File: src/rtl/midi_msg_tx.sv
// MIDI OUT transmitter: whole messages plus a real-time byte stream, serialised
// as 8N1 frames on txd with optional running-status compression.
module midi_msg_tx #(
  parameter bit RUNNING_STATUS = 1'b1
) (
  input  logic        clk,
  input  logic        reset,
  input  logic [15:0] prescale,
  input  logic [7:0]  msg_status,
  input  logic [7:0]  msg_data1,
  input  logic [7:0]  msg_data2,
  input  logic        msg_valid,
  output logic        msg_ready,
  input  logic [7:0]  rt_byte,
  input  logic        rt_valid,
  output logic        rt_ready,
  output logic        txd,
  output logic        busy,
  output logic [1:0]  dbg_state
);

  // Handshakes: a byte/message transfers on a rising clk edge where valid && ready;
  // ready is low from the next cycle until the cycle after its last stop bit ends.
  typedef enum logic [1:0] {S_IDLE, S_START, S_DATA, S_STOP} state_t;

  state_t      r_state, w_state_nxt;
  logic [18:0] r_cnt, w_cnt_nxt;
  logic [18:0] r_period, w_period_nxt;
  logic [2:0]  r_bit, w_bit_nxt;
  logic [7:0]  r_shift, w_shift_nxt;
  logic        r_txd, w_txd_nxt;
  logic        r_cur_rt, w_cur_rt_nxt;

  logic [7:0]  r_msg_b0, r_msg_b1, r_msg_b2;
  logic [1:0]  r_msg_left;
  logic        r_msg_pend;
  logic [7:0]  r_rt_byte;
  logic        r_rt_pend;
  logic [7:0]  r_last;

  logic [18:0] w_period;
  logic [1:0]  w_len;
  logic        w_voice, w_skip;
  logic        w_msg_acc, w_rt_acc;
  logic        w_stop_end, w_can_launch, w_launch, w_launch_rt;
  logic        w_rt_avail, w_rt_done, w_msg_done;

  assign w_period  = (prescale == 16'd0) ? 19'd8 : {prescale, 3'b000};
  assign w_msg_acc = msg_valid && !r_msg_pend;
  assign w_rt_acc  = rt_valid && !r_rt_pend;

  // Message length and running-status decision, taken at acceptance time.
  always_comb begin
    w_len   = 2'd0;
    w_voice = msg_status[7] && (msg_status[7:4] != 4'hF);
    if (msg_status[7]) begin
      if (msg_status < 8'hC0)      w_len = 2'd3;
      else if (msg_status < 8'hE0) w_len = 2'd2;
      else if (msg_status < 8'hF0) w_len = 2'd3;
      else if (msg_status == 8'hF1 || msg_status == 8'hF3) w_len = 2'd2;
      else if (msg_status == 8'hF2) w_len = 2'd3;
      else                          w_len = 2'd1;
    end
    w_skip = RUNNING_STATUS && w_voice && (msg_status == r_last);
  end

  // A byte boundary is either an idle serialiser or the last clock of a stop bit.
  assign w_stop_end   = (r_state == S_STOP) && (r_cnt == 19'd0);
  assign w_can_launch = (r_state == S_IDLE) || w_stop_end;
  assign w_rt_avail   = r_rt_pend && !((r_state != S_IDLE) && r_cur_rt);
  assign w_launch     = w_can_launch && (w_rt_avail || (r_msg_left != 2'd0));
  assign w_launch_rt  = w_can_launch && w_rt_avail;
  assign w_rt_done    = w_stop_end && r_cur_rt;
  assign w_msg_done   = r_msg_pend && (r_msg_left == 2'd0) &&
                        !((r_state != S_IDLE) && !r_cur_rt && !w_stop_end);

  always_comb begin
    w_state_nxt  = r_state;
    w_cnt_nxt    = r_cnt;
    w_period_nxt = r_period;
    w_bit_nxt    = r_bit;
    w_shift_nxt  = r_shift;
    w_txd_nxt    = r_txd;
    w_cur_rt_nxt = r_cur_rt;
    if (w_launch) begin
      w_state_nxt  = S_START;
      w_period_nxt = w_period;
      w_cnt_nxt    = w_period - 19'd1;
      w_shift_nxt  = w_launch_rt ? r_rt_byte : r_msg_b0;
      w_txd_nxt    = 1'b0;
      w_cur_rt_nxt = w_launch_rt;
    end else if (r_state != S_IDLE && r_cnt != 19'd0) begin
      w_cnt_nxt = r_cnt - 19'd1;
    end else begin
      case (r_state)
        S_START: begin
          w_state_nxt = S_DATA;
          w_cnt_nxt   = r_period - 19'd1;
          w_bit_nxt   = 3'd0;
          w_txd_nxt   = r_shift[0];
        end
        S_DATA: begin
          w_cnt_nxt = r_period - 19'd1;
          if (r_bit == 3'd7) begin
            w_state_nxt = S_STOP;
            w_txd_nxt   = 1'b1;
          end else begin
            w_bit_nxt   = r_bit + 3'd1;
            w_shift_nxt = r_shift >> 1;
            w_txd_nxt   = r_shift[1];
          end
        end
        S_STOP:  w_state_nxt = S_IDLE;
        default: ;
      endcase
    end
  end

  always_ff @(posedge clk or posedge reset) begin
    if (reset) begin
      r_state  <= S_IDLE;
      r_cnt    <= '0;
      r_period <= 19'd8;
      r_bit    <= '0;
      r_shift  <= '0;
      r_txd    <= 1'b1;
      r_cur_rt <= 1'b0;
    end else begin
      r_state  <= w_state_nxt;
      r_cnt    <= w_cnt_nxt;
      r_period <= w_period_nxt;
      r_bit    <= w_bit_nxt;
      r_shift  <= w_shift_nxt;
      r_txd    <= w_txd_nxt;
      r_cur_rt <= w_cur_rt_nxt;
    end
  end

  always_ff @(posedge clk or posedge reset) begin
    if (reset) begin
      r_msg_b0   <= '0;
      r_msg_b1   <= '0;
      r_msg_b2   <= '0;
      r_msg_left <= '0;
      r_msg_pend <= 1'b0;
      r_rt_byte  <= '0;
      r_rt_pend  <= 1'b0;
      r_last     <= 8'h00;
    end else begin
      if (w_msg_acc) begin
        r_msg_pend <= 1'b1;
        if (w_skip) begin
          r_msg_b0   <= {1'b0, msg_data1[6:0]};
          r_msg_b1   <= {1'b0, msg_data2[6:0]};
          r_msg_left <= w_len - 2'd1;
        end else begin
          r_msg_b0   <= msg_status;
          r_msg_b1   <= {1'b0, msg_data1[6:0]};
          r_msg_b2   <= {1'b0, msg_data2[6:0]};
          r_msg_left <= w_len;
        end
        // System common/exclusive cancels running status; real-time leaves it alone.
        if (w_voice) r_last <= msg_status;
        else if (msg_status[7:3] == 5'b11110) r_last <= 8'h00;
      end else begin
        if (w_launch && !w_launch_rt) begin
          r_msg_b0   <= r_msg_b1;
          r_msg_b1   <= r_msg_b2;
          r_msg_left <= r_msg_left - 2'd1;
        end
        if (w_msg_done) r_msg_pend <= 1'b0;
      end
      if (w_rt_acc) begin
        r_rt_byte <= rt_byte;
        r_rt_pend <= 1'b1;
      end else if (w_rt_done) begin
        r_rt_pend <= 1'b0;
      end
    end
  end

  assign txd       = r_txd;
  assign msg_ready = !r_msg_pend;
  assign rt_ready  = !r_rt_pend;
  assign busy      = (r_state != S_IDLE) || r_msg_pend || r_rt_pend;
  assign dbg_state = r_state;

endmodule

File: config.mk
export PLATFORM = sky130hd
export DESIGN_NAME = midi_msg_tx
export DESIGN_NICKNAME = d
export VERILOG_FILES = /design/src/rtl/midi_msg_tx.sv
export SDC_FILE = /design/constraint.sdc
export NUM_CORES = 1
export LEC_CHECK = 0
export CORE_MARGIN = 4
export CORE_UTILIZATION = 30
export DETAILED_ROUTE_END_ITERATION = 12
export HOLD_SLACK_MARGIN = 0.02
export SLEW_MARGIN = 10
export SYNTH_ARGS = -nofsm -noshare
export SYNTH_HDL_FRONTEND = slang
export SYNTH_SLANG_ARGS = --single-unit
File: constraint.sdc
create_clock -name clk -period 4.4 [get_ports clk]
set_clock_uncertainty 0.05 [all_clocks]
set_input_delay 0.44 -clock clk [delete_from_list [all_inputs] [get_ports clk]]
set_output_delay 0.44 -clock clk [all_outputs]
set_load 0.01 [all_outputs]
# Yosys cells after proc, flatten, opt, wreduce, memory -nomap -nowiden
# Index checks and enable logic that the tools add are counted.
# op_classes
n_addsub,6
n_mux,40
n_reduce_logical,51
order_cmp,3
eq_ne,14
bitwise_logic,3
# op_table
cell,count
$mux W8,12
$mux W19,4
$sub A19 B1 Y19 const B,3
$eq A8 B8 Y1 const B,3
$lt A8 B8 Y1 const B,3
$mux W2,12
$logic_not A19 Y1,1
$reduce_bool A19 Y1,1
$logic_and A1 B1 Y1,16
$logic_not A16 Y1,1
$reduce_bool A2 Y1,8
$eq A8 B8 Y1,1
$logic_not A1 Y1,7
$mux W1,7
$mux W7,1
$ne A2 B2 Y1 const B,3
$pmux W2 S3,1
$pmux W3 S2,1
$reduce_and A2 Y1,3
$reduce_and A3 Y1,2
$reduce_bool A3 Y1,2
$eq A5 B5 Y1 const B,1
$logic_or A1 B1 Y1,5
$eq A2 B2 Y1 const B,2
13 further kinds,17
# totals
reg_bits,96
out_inout_bits,6
word_cells,132

# Logic depth before layout (Yosys ltp)
# Gate-level depths: netlist of run 1.
# logic_depth
word_depth,10
depth_mapped,15
depth_no_buf,11

# Least setup slack after synthesis of run 1
# Ideal clock, no wire load.
# synth_path
kind,flip-flop to flip-flop
startpoint,register r_cnt[0]
endpoint,register r_cnt[12]
path_slack_ns,0.316
path_stages_with_launch,14
synth_period_minus_slack_ns,4.084
arrival_ns,3.908
cell_sequence,dfrtp_1 -> or4_4 -> nor3_2 -> a21oi_2 -> clkbuf_1 -> clkbuf_1 -> nand2_1 -> ha_1 -> nor4b_1 -> nand2_1 -> o31a_1 -> a21oi_2 -> a21oi_1 -> o32a_1
# synth_between
elab_chain_len,5
# synth_lines
item,line,text
"start, declared",27,"logic [18:0] r_cnt, w_cnt_nxt;"
"start signal, assigned",130,r_cnt <= w_cnt_nxt;
branches (longest 5 deep; another with $sub A19 B1 Y19),n/a,
# Parallel ways; which one is timed is not known.
# A chain may end at the register's enable or synchronous reset.

# Worst setup path in the final report of run 1
# layout_path
startpoint,register r_cnt[0]
endpoint,register r_cnt[18]
# The elaborated chain is that of the path after synthesis.

==> results of run 1 <==
==> per-stage QoR <==
stage	util [%]	setup slack (ps)
after global placement	35.4	719
after floorplan	-	316
final	37.0	752
after global routing	37.0	426
after detailed placement	35.4	736
after CTS	37.0	750
==> registers in the layout (all words and copies together) (netlist names), 3 cells and up <==
signal,count
r_msg_b1,7
r_msg_b0,8
r_cnt,19
r_msg_b2,7
r_period,16
r_shift,8
r_bit,3
r_rt_byte,8
r_last,8
==> power by group through the flow <==
stage	sequential (mW)	combinational [mW]	clock, mW
after floorplan	1.53	1.49	0
after global placement	1.65	1.92	0
after detailed placement	1.65	1.96	0
after CTS	1.64	1.96	0.810
after global routing	1.70	2.20	0.849
final	1.65	1.95	0.780
==> per-layer routing <==
metal  wire length [um]  vias to the layer above
met2               7230                      135
met5                  0                        -
met1               6920                     2280
met3                646                       19
li1                   -                     2302
met4                222                        0
==> cells in the final DEF, fill, tap and decap left out, types with 3 or more instances in the layout <==
master                            instances
sky130_fd_sc_hd__or3_1                    8
sky130_fd_sc_hd__nand3_1                 14
sky130_fd_sc_hd__a22oi_1                  6
sky130_fd_sc_hd__nand2_1                 73
sky130_fd_sc_hd__o211ai_1                 7
sky130_fd_sc_hd__nor4_1                  11
sky130_fd_sc_hd__a222oi_1                 4
sky130_fd_sc_hd__o21ai_0                 28
sky130_fd_sc_hd__mux2i_1                 53
sky130_fd_sc_hd__mux2_2                  19
sky130_fd_sc_hd__clkdlybuf4s50_1         55
sky130_fd_sc_hd__ha_1                    10
sky130_fd_sc_hd__a22o_1                   8
sky130_fd_sc_hd__dfrtp_1                 90
sky130_fd_sc_hd__a211oi_1                 4
sky130_fd_sc_hd__buf_4                   17
sky130_fd_sc_hd__a21oi_1                 28
sky130_fd_sc_hd__nor2_1                  49
sky130_fd_sc_hd__xor2_1                  11
sky130_fd_sc_hd__nor2b_1                  6
sky130_fd_sc_hd__and3_1                   3
sky130_fd_sc_hd__a31oi_1                 11
sky130_fd_sc_hd__o31ai_1                  5
sky130_fd_sc_hd__clkbuf_16                9
sky130_fd_sc_hd__nor3_1                  18
sky130_fd_sc_hd__or4_1                    5
sky130_fd_sc_hd__inv_1                   20
sky130_fd_sc_hd__a21o_1                   4
sky130_fd_sc_hd__xnor2_1                 12
sky130_fd_sc_hd__and2_1                   7
==> cell type report <==
cell class | instances | area, um2
Tap cell | 229 | 287
Clock buffer | 11 | 233
Clock inverter | 5 | 60.1
Multi-Input combinational cell | 456 | 3070
Sequential cell | 92 | 2300
Fill cell | 1853 | 11400
Timing Repair Buffer | 72 | 678
Inverter | 21 | 81.3
==> logic make-up after synthesis <==
logic type	share of synthesized area [%]
AO/OA/AOI/OAI	17.8
XOR/XNOR	3.61
adder cells (fa/ha/maj)	2.24
buffers and inverters	3.79
flip-flops	41.3
multiplexers	13.3
AND/OR/NAND/NOR	17.9
==> critical path: stages, from the launching register on <==
cell and delay (ps):
sky130_fd_sc_hd__dfrtp_1 410, sky130_fd_sc_hd__or4_4 580, sky130_fd_sc_hd__nor3_2 250, sky130_fd_sc_hd__a21oi_2 80, sky130_fd_sc_hd__buf_4 170, sky130_fd_sc_hd__nand2_1 80
sky130_fd_sc_hd__ha_1 240, sky130_fd_sc_hd__nor3b_1 200, sky130_fd_sc_hd__buf_4 160, sky130_fd_sc_hd__and2_1 210, sky130_fd_sc_hd__o211ai_1 240, sky130_fd_sc_hd__a21oi_2 400
sky130_fd_sc_hd__a211oi_1 150, sky130_fd_sc_hd__o41ai_2 320
==> path summary, 6_finish.rpt <==
path / endpoint / slack [ps] / cells past startpoint
worst min-delay path: r_msg_b2[4] / 460 / 1
max in group asynchronous: txd / 2830 / 3
worst max register to register: r_cnt[18] / 750 / 13
min in group asynchronous: r_rt_byte[3] / 610 / 2
worst max-delay path: r_cnt[18] / 750 / 13
worst min register to register: r_msg_b2[4] / 460 / 1
==> results, run 1 <==
- Combinational cells account for 44.6% of the total power.
- The average footprint of a synthesized cell is 9.32 um2.
- Buffers placed on the I/O ports in this run total 55.
- Per report_power, the sequential group accounts for 37.6% of the total.
- Global routing used 2.81% of the available met3 tracks.
- The synthesized netlist net count is 661.
- Dividing the detail-routed via count by the number of cells gives 5.35.
- The floorplan step set the die height to 144 um.
- The number of global-route vias before repair came to 4743.
- The worst path in the final design needs a cycle of 3650 ps, including I/O delays and setup.
- In the routed design, unresolved DRC markers number 0.
- The filler-free cell count of the finished design is 886.
- The worst-case IR drop observed on VDD is 0.291 mV.
- The internal portion of the total power is 2.57 mW.
- Tracing the worst setup path back leads to its startpoint at r_cnt[0].
- The total instance count after detailed placement is 870.
- The first global-routing pass estimated 24.7 mm of wire.
- The number of clock sinks is 92.
- The distinct cell type count of the synthesized netlist is 69.
- Of the available clock period, the critical path in the final layout requires 82.9%.
- The share of the synthesized area in the top cell type is 40.3%.
- Ranked by total cell area, the synthesized netlist is headed by sky130_fd_sc_hd__dfrtp_1, sky130_fd_sc_hd__mux2i_1, sky130_fd_sc_hd__nand2_1.
- The x dimension of the die is 144 um.
- The share of cells above drive strength 1 is 10.0%.
- The starting utilization of the core area is 30.8%.
- The count of flip-flops with a built-in enable after synthesis is 0.
- The startpoint of the tightest hold check path is r_msg_b2[4].
- TritonCTS built the clock tree.
- The final count of pins violating max slew came to 0.
- The area added between synthesis and finish is 20.2%.
- The total overflow left after global routing is 0.
- The remaining number of nets flagged by the antenna check after routing is 0.
- The static leakage is 2.82 nW.
- The worst slew margin relative to its limit is 31.7%.
- The total global-route track usage is 14.9%.
- The net switching share of the total power is 41.2%.
- The final wirelength is 15.0 mm.
- The achievable clock frequency is 274 MHz.
- Power spread over the standard cell area amounts to 652 nW/um2.
- The slew at the pin with the worst max-slew slack is 1020 ps.
- The worst hold path belongs to the class reg2reg.
- The detailed router placed 4736 vias in this run.
- The share of synthesized flip-flops with an asynchronous set or reset is 100%.
- The tree is rooted in a sky130_fd_sc_hd__clkbuf_16.
- Setup repair after global routing left no endpoint under its margin.
- The clock reaches the later pin of the worst-skew pair after 350 ps.
- Adding up every negative setup slack in the final design gives 0 ps.
- The global routing met2 resource utilization is 25.1%.
- STA classifies the critical path startpoint as a flop.
- The synthesized netlist cell count is 599.
- For this design, the CTS-stage hold fixing added 0 buffers.
- The clock-pin slew reported for the worst setup and hold paths after clock tree synthesis is 70 ps.
- The TritonCTS buffer count is 9.
- The switching component of the power is 1.80 mW.
- The proportion of power drawn by the clock network is 17.8%.
- The average wire length per cell after detail routing is 17.0 um.
- After layout, the design draws a total of 4.38 mW.
- The hold violation count in the final report came to 0.
- In this run, the number of DRC markers left after iteration 0 of detailed routing was 370.
- For the worst setup path, the data required time is 4600 ps.
- The met1 usage in global routing is 19.8%.
- The number of search-and-repair iterations in the first detailed-routing pass is 5.
- The number of antenna violations at the first check in global routing is 0.
- Across the run, the number of max-cap violations was 0.
- met2 is the most crowded layer.
- sky130_fd_sc_hd__dfrtp_1 takes more of the synthesized area than any other cell.
- The arrival time of data at the critical path endpoint is 3850 ps.
- The post-place instance area is 6420 um2.
- The weighted congestion reported at the end of routability-driven placement is 0.903.
- The flop and latch count out of synthesis is 92.
- The diode insertion count for antenna repair is 0.
- The mapped netlist covers 5590 um2.
- The count of synthesis-stage warnings from yosys is 0.
- The die covers 20900 um2.
- The commonest cells after synthesis are sky130_fd_sc_hd__dfrtp_1, sky130_fd_sc_hd__nand2_1, sky130_fd_sc_hd__mux2i_1.
- After floorplanning, the core was divided into 49 placement rows.
- The most common cell in the synthesized netlist is sky130_fd_sc_hd__dfrtp_1.
- The critical path is of the reg2reg type.
- The maximum number of pins on one net before global-route repair is 81.
- The clock tree synthesis step divided the H-tree into 3 levels.
- Gates resized during post-CTS repair numbered 0.
- The number of setup violations in the final report is 0.
- Counting along the longest clock path gives a buffer depth of 2.
- Summing all non-filler instances in the final layout gives an area of 6720 um2.
- The net count of the finished layout is 714.
- The number of top-level pins is 58.
- Detailed placement ended at an HPWL of 10.8 mm.
- After floorplanning, the core was sized to cover 18100 um2.
- The share of synthesized area occupied by flip-flops and latches is 41.3%.
- The most common flop cell mapped by yosys is sky130_fd_sc_hd__dfrtp_1.
- Of all nets on the critical path, the largest fanout is 9.
- The flow ran to the end, and the final reports show no timing, DRC or antenna violations.
- The number of buffers added for setup after CTS is 0.
- In this run the critical register-to-register path is launched from r_cnt[0].
- The tightest hold path in the finished design has a slack of 458 ps.
- STA classifies the critical path endpoint as a flop.
Note: power is estimated with default switching activity, not from simulation.
==> run 2, diff against run 1 <==
==> constraint.sdc (replaced) <==
create_clock -name clk -period 3.1 [get_ports clk]
set_clock_uncertainty 0.05 [all_clocks]
set_input_delay 0.31 -clock clk [delete_from_list [all_inputs] [get_ports clk]]
set_output_delay 0.31 -clock clk [all_outputs]
set_load 0.01 [all_outputs]
==> run 2 against run 1 <==
  * Critical path depth fell by 2
  * Fmax grew 19%
  * Non-clock buffer count is 51 higher
  * Register-to-register slack worse by 720 ps
  * Count of clock-buffer cells in the layout unchanged
  * Global-route usage grew 0.64 points
  * Worst setup slack lost 720 ps
  * Critical endpoint is now r_cnt[14]
  * Highest routed layer unchanged
  * Via count grew 3.9%
  * Sequential share of layout area shrank 2.4 points
  * Clock power increased by 33%
  * Design area is 7.5% higher
==> results, run 2 (same netlist as run 1, synthesis figures left out) <==
- The startpoint type of the worst setup path is a flop.
- The total of hold buffers inserted after clock tree synthesis is 0 (unchanged).
- The number of clock sinks is 92 (unchanged).
- In the layout the commonest cells are sky130_fd_sc_hd__dfrtp_1, sky130_fd_sc_hd__nand2_1, sky130_fd_sc_hd__buf_4.
- The slew at the pin with the worst max-slew slack is 665 ps (-360 ps).
- The final count of pins violating max slew was 0 (unchanged).
- The number of search-and-repair iterations in the first detailed-routing pass is 7 (+2).
- The x dimension of the die was 144 um (unchanged).
- The worst slack at placement is 9.80 ps (-727 ps).
- TritonCTS built the clock tree.
- The sequential share of power was 34.6% (-3.0 points).
- The global-route wire length before repair is 25.6 mm (+3.3%).
- The net switching share of the total power is 41.2% (about the same).
- The first element of the critical path is r_cnt[1].
- The largest register by flop count is r_cnt.
- The weighted congestion reported at the end of routability-driven placement is 0.869 (-3.8%).
- The total stage count of the critical path was 11 (-2).
- The net count of the finished layout is 765 (+7.1%).
- The overall via count from detail_route is 4923 (+3.9%).
- The TritonCTS buffer count is 9 (unchanged).
- The total power per unit cell area is 910 nW/um2 (+40%).
- The average wire length per cell after detail routing is 16.6 um (-1.8%).
- The row count is 49 (unchanged).
- The proportion of power drawn by the clock network is 15.9% (-1.9 points).
- The number of global-route vias before repair was 4953 (+4.4%).
- The y dimension of the die is 144 um (unchanged).
- The count of cells along the worst register-to-register path came to 11 (-2).
- The worst setup path endpoint is r_cnt[14].
- The maximum net fanout on the critical path is 5 (-4).
- On the critical path the largest part of the delay comes from simple AND/OR/NAND/NOR gates.
- The type of destination of the critical path is a flop.
- The count of max-cap constraint violations is 0 (unchanged).
- The largest individual stage delay along the critical path comes from the cell sky130_fd_sc_hd__or4_4.
- The buffer type at the clock tree root is sky130_fd_sc_hd__clkbuf_16.
- The design internal power is 3.87 mW (+50%).
- The final cell utilization of the core is 39.8% (+2.8 points).
- Setup repair after global routing could not meet its margin everywhere.
- The achievable clock frequency came to 326 MHz (+19%).
- The delay of the slowest cell on the worst path was 550 ps (-30 ps).
- The number of top-level pins is 58 (unchanged).
- The area added between synthesis and finish is 29.3%.
- The fraction of the cycle the final worst path needs is 98.9% (+16 points).
- The static leakage came to 3.10 nW (+10%).
- The half-perimeter wire length after detailed placement is 11.3 mm (+5.0%).
- The cell area after layout is 7220 um2 (+7.5%).
- The startpoint of the lowest-slack register-to-register path is r_cnt[1].
- The signal on the critical path passes through or4_4 -> nor3_4 -> a21oi_4 -> nand2_2 -> ha_4 -> nor3b_4 -> and2_4 -> o211ai_1 -> a2111oi_4 -> mux2i_1 -> a32oi_1.
- The number of setup violations in the final report was 0 (unchanged).
- The die area is 20900 um2 (unchanged).
- The clock-pin slew reported for the worst setup and hold paths after clock tree synthesis is 70 ps (about the same).
- The total buffers and inverters traversed by the critical path is 0 (-2).
- The flip-flop count of the largest register, all copies and words added was 19 (unchanged).
- The via density per instance is 5.25 (-1.7%).
- The most common cell after layout, fill and taps aside is sky130_fd_sc_hd__dfrtp_1.
- The post-place instance area was 6900 um2 (+7.4%).
- The starting utilization of the core area is 30.8% (unchanged).
- The final critical delay including setup and external delays is 3070 ps (-581 ps).
- The final wirelength was 15.6 mm (+3.8%).
- The combinational share of power is 49.6% (+5.0 points).
- The worst voltage drop across the vdd grid was 0.462 mV (+59%).
- The count of buffers from port buffering is 55 (unchanged).
- The violation count after the first detailed-routing iteration was 320 (-14%).
- The critical path required time is 3280 ps (-1320 ps).
- The share of cells above drive strength 1 is 17.7% (+7.6 points).
- The latest clock arrival within the worst-skew pair is 360 ps (about the same).
- The aggregate global routing overflow is 0 (unchanged).
- The maximum buffer depth of the clock tree is 2 (unchanged).
- The arrival time of data at the critical path endpoint is 3250 ps (-600 ps).
- The residual DRC count is 0 (unchanged).
- The maximum number of pins on one net before global-route repair came to 60 (-26%).
- The switching component of the power is 2.71 mW (+50%).
- The largest registers in the layout are r_cnt x19, r_period x16.
- The level count of the clock H-tree is 3 (unchanged).
- The hold violation count in the final report is 0 (unchanged).
- The startpoint-to-endpoint class of the critical path is reg2reg.
- The core area is 18100 um2 (unchanged).
- The diode insertion count for antenna repair came to 0 (unchanged).
- The smallest setup slack after layout was 32.6 ps (-719 ps).
- The worst min-delay path category is in2async.
- The number of antenna violations at the first check in global routing was 0 (unchanged).
- The remaining number of nets flagged by the antenna check after routing is 0 (unchanged).
- The worst slew margin relative to its limit is 55.4% (+24 points).
- The setup slack on the worst flop-to-flop path was 30 ps (-720 ps).
- The run finished with clean final reports.
- The worst register-to-register path ends at r_cnt[14].
- The total global-route track usage is 15.6% (+0.64 points).
-- run 2: cell count changes in the layout (fill, tap and decap cells not counted), sizes merged --
cell | before | now
buf | 17 | 68
bufinv | 1 | 0
clkinv | 2 | 4
inv | 22 | 21
-- run 2: timing repair --
action,4_1_cts,5_1_grt
gates resized for setup,1,4
setup buffers,0,3
pin swaps,1,3
endpoints found under the setup margin,2,5
-- run 2: stage by stage --
step / setup TNS, ps / hold slack (ps) / cells / total power, mW
global route: -294 / 317 / 937 / 7.10
detailed placement: 0 / 427 / 918 / 5.49
CTS: 0 / 287 / 934 / 6.57
global placement: 0 / 428 / 918 / 5.45
finish: 0 / 266 / 937 / 6.57
floorplan: -1760 / 365 / 599 / 4.39
-- run 2: area by class of cell --
cell class | instances | area [um2]
clock buffers | 11 | 233
clock inverters | 5 | 38.8
fillers | 1807 | 10900
inverters | 21 | 81.3
multi-input cells | 456 | 3170
flip-flops and latches | 92 | 2300
well taps | 229 | 287
repair buffers | 123 | 1110
-- run 2: worst min-delay path by stage --
| stage | startpoint | endpoint | cells past startpoint |
|---|---|---|---|
| CTS | reset | r_rt_byte[3] | 2 |
| global placement | r_shift[7] | r_shift[7] | 2 |
| global route | reset | r_rt_byte[3] | 2 |
| finish | reset | r_rt_byte[3] | 2 |
| floorplan | prescale[7] | r_period[10] | 2 |
| detailed placement | r_shift[7] | r_shift[7] | 2 |
-- run 2: per-layer routing --
metal	track usage, %	vias up	wire [um]
li1	-	2402	-
met1	19.9	2374	6960
met2	26.6	133	7670
met3	3.54	14	693
met4	4.07	0	275
met5	0	-	0
-- run 2: power by group through the flow --
| stage | Sequential (mW) | Combinational [mW] | Clock, mW |
|---|---|---|---|
| 6_report | 2.27 | 3.26 | 1.04 |
| 5_1_grt | 2.35 | 3.64 | 1.12 |
| 4_1_cts | 2.27 | 3.23 | 1.07 |
| 3_5_place_dp | 2.28 | 3.21 | 0 |
| 3_3_place_gp | 2.28 | 3.17 | 0 |
| 2_1_floorplan | 2.19 | 2.20 | 0 |
==> run 3, diff against run 2 <==
--- a/config.mk
+++ b/config.mk
@@ -9,7 +9,6 @@
 export CORE_UTILIZATION = 30
 export DETAILED_ROUTE_END_ITERATION = 12
 export HOLD_SLACK_MARGIN = 0.02
-export SLEW_MARGIN = 10
 export SYNTH_ARGS = -nofsm -noshare
 export SYNTH_HDL_FRONTEND = slang
 export SYNTH_SLANG_ARGS = --single-unit
==> results of run 3 <==
Same layout as run 2: the final DEF is identical, and so are final timing and power.
